==> config.mk <==
export PLATFORM = sky130hd
export DESIGN_NAME = tx_rd_req_tlp_gen
export DESIGN_NICKNAME = d
export VERILOG_FILES = /design/src/rtl/tx_rd_req_tlp_gen.sv
export SDC_FILE = /design/constraint.sdc
export NUM_CORES = 1
export LEC_CHECK = 0
export CAP_MARGIN = 40
export CORE_AREA = 2 2 123 125
export DETAILED_ROUTE_END_ITERATION = 16
export DIE_AREA = 0 0 125 127
export PLACE_DENSITY_LB_ADDON = 0.25
export SLEW_MARGIN = 15
export SYNTH_ARGS = -nofsm -noshare
export SYNTH_HDL_FRONTEND = slang
export SYNTH_SLANG_ARGS = --single-unit
==> constraint.sdc <==
create_clock -name trn_clk -period 3 [get_ports trn_clk]
set_input_delay 0.45 -clock trn_clk [delete_from_list [all_inputs] [get_ports trn_clk]]
set_output_delay 0.45 -clock trn_clk [all_outputs]
set_load 0.1 [all_outputs]
==> src/rtl/tx_rd_req_tlp_gen.sv <==
// Memory-read request TLP generator: splits a 512 B chunk fetch into MRd TLPs on the TRN TX bus.
// Optional TX_RD_REQ_SPLIT_EN splits by MRRS; when undefined every chunk is one 128 DW request.
//
// state | meaning
// IDLE  | waiting for read_chunk, latches address and segment size
// ARB   | tx_req raised, waiting for grant and non-posted buffer space
// HDR1  | first header beat presented (tsof)
// HDR2  | second header beat presented (teof, address)
// NEXT  | decide whether another segment is needed
// ACK   | one-cycle read_chunk_ack
module tx_rd_req_tlp_gen #(
    parameter int TAG_BITS = 5
) (
    input  logic        trn_clk,
    input  logic        reset_n,
    input  logic        read_chunk,
    input  logic [63:0] huge_page_addr_read_from,
    output logic        read_chunk_ack,
    output logic        tx_req,
    input  logic        tx_grant,
    output logic [63:0] trn_td,
    output logic [7:0]  trn_trem_n,
    output logic        trn_tsof_n,
    output logic        trn_teof_n,
    output logic        trn_tsrc_rdy_n,
    output logic        trn_tsrc_dsc_n,
    input  logic        trn_tdst_rdy_n,
    input  logic [3:0]  trn_tbuf_av,
    input  logic [15:0] cfg_completer_id,
    input  logic [15:0] cfg_dcommand
);

    typedef enum logic [2:0] {
        IDLE = 3'd0,
        ARB  = 3'd1,
        HDR1 = 3'd2,
        HDR2 = 3'd3,
        NEXT = 3'd4,
        ACK  = 3'd5
    } state_t;

    state_t              state;
    state_t              state_nxt;
    logic [63:0]         addr;
    logic [9:0]          seg_len;
    logic [2:0]          segs_left;
    logic [TAG_BITS-1:0] tag;
    logic                ack_hold;

    logic [9:0]  len_lat;
    logic [2:0]  segs_lat;
    logic        beat_ok;
    logic        start;
    logic        arb_win;
    logic [7:0]  tag_ext;
    logic [63:0] hdr1;
    logic [63:0] hdr2;

    logic [63:0] td_nxt;
    logic        tsof_nxt;
    logic        teof_nxt;
    logic        rdy_nxt;
    logic        unused_bits;

    assign beat_ok = ~trn_tsrc_rdy_n & ~trn_tdst_rdy_n;
    // ack_hold masks the cycle after ACK, while the requester still shows read_chunk high
    assign start   = (state == IDLE) & read_chunk & ~ack_hold;
    assign arb_win = (state == ARB) & tx_grant & trn_tbuf_av[1];
    assign tag_ext = 8'(tag);

    assign hdr1 = {1'b0, 7'b0100000, 1'b0, 3'b000, 4'b0, 1'b0, 1'b0, 2'b00, 2'b00, seg_len,
                   cfg_completer_id, tag_ext, 4'hF, 4'hF};
    assign hdr2 = {addr[63:2], 2'b00};

`ifdef TX_RD_REQ_SPLIT_EN
    always_comb begin
        len_lat  = 10'd128;
        segs_lat = 3'd1;
        case (cfg_dcommand[14:12])
            3'b000: begin
                len_lat  = 10'd32;
                segs_lat = 3'd4;
            end
            3'b001: begin
                len_lat  = 10'd64;
                segs_lat = 3'd2;
            end
            default: begin
                len_lat  = 10'd128;
                segs_lat = 3'd1;
            end
        endcase
    end
    assign unused_bits = ^{cfg_dcommand[15], cfg_dcommand[11:0], trn_tbuf_av[3:2], trn_tbuf_av[0]};
`else
    always_comb begin
        len_lat  = 10'd128;
        segs_lat = 3'd1;
    end
    assign unused_bits = ^{cfg_dcommand, trn_tbuf_av[3:2], trn_tbuf_av[0]};
`endif

    always_ff @(posedge trn_clk or negedge reset_n) begin
        if (!reset_n) begin
            state <= IDLE;
        end else begin
            state <= state_nxt;
        end
    end

    always_comb begin
        state_nxt = state;
        case (state)
            IDLE:    if (start) state_nxt = ARB;
            ARB:     if (arb_win) state_nxt = HDR1;
            HDR1:    if (beat_ok) state_nxt = HDR2;
            HDR2:    if (beat_ok) state_nxt = NEXT;
            NEXT:    state_nxt = (segs_left != 3'd0) ? ARB : ACK;
            ACK:     state_nxt = IDLE;
            default: state_nxt = IDLE;
        endcase
    end

    // Beat outputs are registered; they only move on entry to HDR1 or on an accepted beat
    always_comb begin
        td_nxt   = trn_td;
        tsof_nxt = trn_tsof_n;
        teof_nxt = trn_teof_n;
        rdy_nxt  = trn_tsrc_rdy_n;
        case (state)
            ARB: if (arb_win) begin
                td_nxt   = hdr1;
                tsof_nxt = 1'b0;
                teof_nxt = 1'b1;
                rdy_nxt  = 1'b0;
            end
            HDR1: if (beat_ok) begin
                td_nxt   = hdr2;
                tsof_nxt = 1'b1;
                teof_nxt = 1'b0;
            end
            HDR2: if (beat_ok) begin
                teof_nxt = 1'b1;
                rdy_nxt  = 1'b1;
            end
            default: ;
        endcase
    end

    always_ff @(posedge trn_clk or negedge reset_n) begin
        if (!reset_n) begin
            trn_td         <= 64'd0;
            trn_tsof_n     <= 1'b1;
            trn_teof_n     <= 1'b1;
            trn_tsrc_rdy_n <= 1'b1;
        end else begin
            trn_td         <= td_nxt;
            trn_tsof_n     <= tsof_nxt;
            trn_teof_n     <= teof_nxt;
            trn_tsrc_rdy_n <= rdy_nxt;
        end
    end

    always_ff @(posedge trn_clk or negedge reset_n) begin
        if (!reset_n) begin
            addr      <= 64'd0;
            seg_len   <= 10'd0;
            segs_left <= 3'd0;
            tag       <= '0;
            ack_hold  <= 1'b0;
        end else begin
            ack_hold <= (state == ACK);
            if (start) begin
                addr      <= huge_page_addr_read_from;
                seg_len   <= len_lat;
                segs_left <= segs_lat;
            end else if ((state == HDR2) && beat_ok) begin
                addr      <= addr + {52'd0, seg_len, 2'b00};
                segs_left <= segs_left - 3'd1;
                tag       <= tag + TAG_BITS'(1);
            end
        end
    end

    assign tx_req         = (state == ARB) | (state == HDR1) | (state == HDR2);
    assign read_chunk_ack = (state == ACK);
    assign trn_tsrc_dsc_n = 1'b1;
    assign trn_trem_n     = 8'h00;

endmodule
==> run_results.csv, run 1 <==
group,metric,value,unit
grt,grt_max_degree,85,
floorplan,start_util,48.40,%
routing,post_drt_wl_per_cell,18.52,um
clock_network,postCtsSetupRepairBufs,0,
timing,fin_crit_sh,85.27,%
setup_path,crit_buf_inv,0,
clock_network,cts_tree,"yes",
timing,slew_violations,0,
yosys,yosysWarnings,0,
clock_network,cts_buffers,17,
grt,overflow,0,
layout,num_antenna_cells,0,
setup_path,cp.required,3.33,ns
timing,post-route-min-period,2.558,ns
grt,grt_pass1_wl,31520,um
clock_network,cts.clk_slew.worst_paths,0.06,ns
layout,layout-drive-gt1-share,15.61,%
floorplan,die_x,125,um
yosys,synth_top_flop_cell,"dfrtp_1",
grt,antenna_found_initial,0,
routing,drt_iter0_drc,623,
timing,setup_ws,0.4418,ns
yosys,ys_seq_area_share,50.59,%
yosys,synth_top_family_by_area,"simple AND/OR/NAND/NOR gates",
job,max_cap_violations,0,
layout,area_growth,31.11,%
timing,finalSetupTns,0,ns
timing,worst_pin_slew,0.7291,ns
yosys,synth_compound_area_share,17.78,%
routing,ant_nets,0,
yosys,synth-edff-count,0,
pwr,peakVddDrop,1.253,mV
floorplan,die_area,15880,um^2
yosys,synthXorXnorAreaFrac,3.889,%
yosys,ys_seq_elements,141,
setup_path,crit_arrival,2.89,ns
routing,vias,6244,
floorplan,core,14420,um^2
routing,vias_per_cell,5.918,
floorplan,die_height,127,um
timing,fin_worst_skew,0.006103,ns
yosys,syn_area_per_cell,9.683,um^2
layout,fin_util,63.46,%
yosys,synthCells,721,
clock_network,htree_levels,4,
setup_path,end_kind,"flop",
yosys,synthSimpleGateAreaFrac,21.70,%
yosys,yosysUniqueCellTypes,60,
outcome,status,"complete, no violations",
place,gp_congestion,0.9261,
clock_network,clock_sinks,141,
hold_path,worstHoldPathType,"reg -> reg",
setup_path,worst-path-max-fanout,11,
clock_network,cts_root_buffer,"clkbuf_16",
floorplan,ios,183,
setup_path,start_kind,"flop",
timing,rsz0062_at_grt,"false",
yosys,yosys.area_share.adder,1.075,%
timing,finalSetupViolations,0,
setup_path,cpPeakStageDelay,0.63,ns
setup_path,crit_family,"simple AND/OR/NAND/NOR gates",
setup_path,path_cells,"and4_1 > nand3_1 > or4_1 > or3_1 > a31oi_1",
pwr,p_leak,3.886,nW
grt,first_global_vias,6091,
yosys,synth_area,6982,um^2
setup_path,worstSetupPathType,"reg -> reg",
routing,drcViolationCount,0,
timing,hold_viol,0,
timing,maxSlewHeadroom,51.39,%
place,hpwl,13710,um
grt,grt_usage,24.81,%
pwr,p_per_area,1276,nW/um^2
setup_path,ff2ff_setup_slack,0.44,ns
routing,detail_route.first_pass.iterations,4,
clock_network,clk_latency,0.43,ns
setup_path,crit_path_top_delay_cell,"or4_1",
routing,routed_wirelength,19540,um
place,post-place-ws,0.1700,ns
yosys,synthArstFlopShare,100.0,%
yosys,synth.area.mux_share,0.2867,%
timing,fmax,390.9,MHz
layout,final_nets,969,
clock_network,clock_path_buffers,2,
floorplan,rows,44,
place,port_buffers,152,
## layout make-up
type / count / area [um^2]
well taps: 184 / 230.2
fillers: 1230 / 5270
clock buffers: 18 / 429.2
clock inverters: 14 / 219.0
repair buffers: 172 / 1528
multi-input cells: 516 / 3178
flip-flops and latches: 141 / 3532
inverters: 10 / 37.54
## worst register-to-register path, cell delays in order (launching register included)
cell and delay (ns):
dfrtp_1 0.53, and4_1 0.48, nand3_1 0.20, or4_1 0.63, or3_1 0.38, a31oi_1 0.23
## timing repair
| action | in CTS | in global routing |
|---|---|---|
| endpoints found under the setup margin | 0 | 0 |
| hold endpoints to repair | 6 | 0 |
| hold buffers | 1 | 0 |
| resized for setup | 0 | 0 |
## synth_stat cells (all sizes together), types with 6 or more instances
cell    instances  area (um^2)
a21oi          11        55.05
a22o           34        297.8
a22oi          37        277.8
a31oi           7        43.79
and2            6        37.54
and3           14        87.58
and4           13        113.9
buf            21        131.4
clkbuf         40        150.1
dfrtp         138         3453
ha              6        75.07
inv             9        33.78
nand2         112        425.4
nand3          28        145.1
nand4          24        165.2
nor2           31        116.4
nor3           10        50.05
nor4           19        125.1
o21ai          59        295.3
o22a            7        61.31
or4            11        82.58
xnor2          24        210.2
xor2            7        61.31
## power by group
part	switching, mW	leakage (nW)	total (mW)	internal [mW]
Combinational	4.21	1.84	5.70	1.49
Sequential	0.932	1.75	3.67	2.73
Clock	0.846	0.298	2.32	1.47
## sequential cells by signal, indices dropped and copies added (netlist names)
register / count
ack_hold: 1
addr: 62
seg_len: 1
segs_left: 3
state: 3
tag: 5
trn_td: 63
trn_teof_n: 1
trn_tsof_n: 1
trn_tsrc_rdy_n: 1
## cell usage in the layout (no fill, tap or decap), drive strengths merged, types with 13 or more instances in the layout
cell type / count
dfrtp: 138
nand2: 112
buf: 89
clkdlybuf4s50: 82
o21ai: 59
a22oi: 37
a22o: 34
nor2: 31
nand3: 28
xnor2: 24
nand4: 24
nor4: 19
clkbuf: 18
and3: 14
and4: 13
## logic make-up (layout without fill, tap and decap cells)
group,Yosys count,after routing
AOI/OAI and AO/OA,180,180
xor gates and xnor gates,31,31
adders and majority gates,6,6
buffers and inverters,71,214
DFF,141,141
muxes,2,2
other,2,9
and+or+nand+nor,288,288
## metal layers
layer	track usage (%)	vias to the layer above	wire length [um]
met5	0	-	0
met4	9.281	0	454
met3	5.276	35	1274
met2	37.66	246	8976
met1	35.35	3059	8833
li1	-	2904	-
## per-stage QoR
stage	total power, mW	area [um^2]	hold WS (ns)	std cells
final	11.68	9154	0.4659	1055
after global routing	12.21	9154	0.4919	1055
after CTS	11.70	9154	0.4699	1055
after detailed placement	9.357	8496	0.4534	1022
after global placement	9.224	8496	0.4449	1022
after floorplan	7.879	7008	0.1544	728
## final timing paths
path / from / cells past startpoint / endpoint
max: addr[30] / 5 / addr[62]
min: trn_tsof_n / 2 / trn_tsof_n
max reg2reg: addr[30] / 5 / addr[62]
min reg2reg: trn_tsof_n / 2 / trn_tsof_n
max in group asynchronous: reset_n / 3 / trn_teof_n
min in group asynchronous: reset_n / 2 / addr[60]
Power figures use the tool's default switching activity.
==> inputs of run 2 (changes only) <==
--- a/config.mk
+++ b/config.mk
@@ -9,6 +9,7 @@
 export CORE_AREA = 2 2 123 125
 export DETAILED_ROUTE_END_ITERATION = 16
 export DIE_AREA = 0 0 125 127
+export GPL_ROUTABILITY_DRIVEN = 1
 export PLACE_DENSITY_LB_ADDON = 0.25
 export SLEW_MARGIN = 15
 export SYNTH_ARGS = -nofsm -noshare
==> results of run 2 <==
No change in the layout: final DEF, timing and power equal those of run 1.
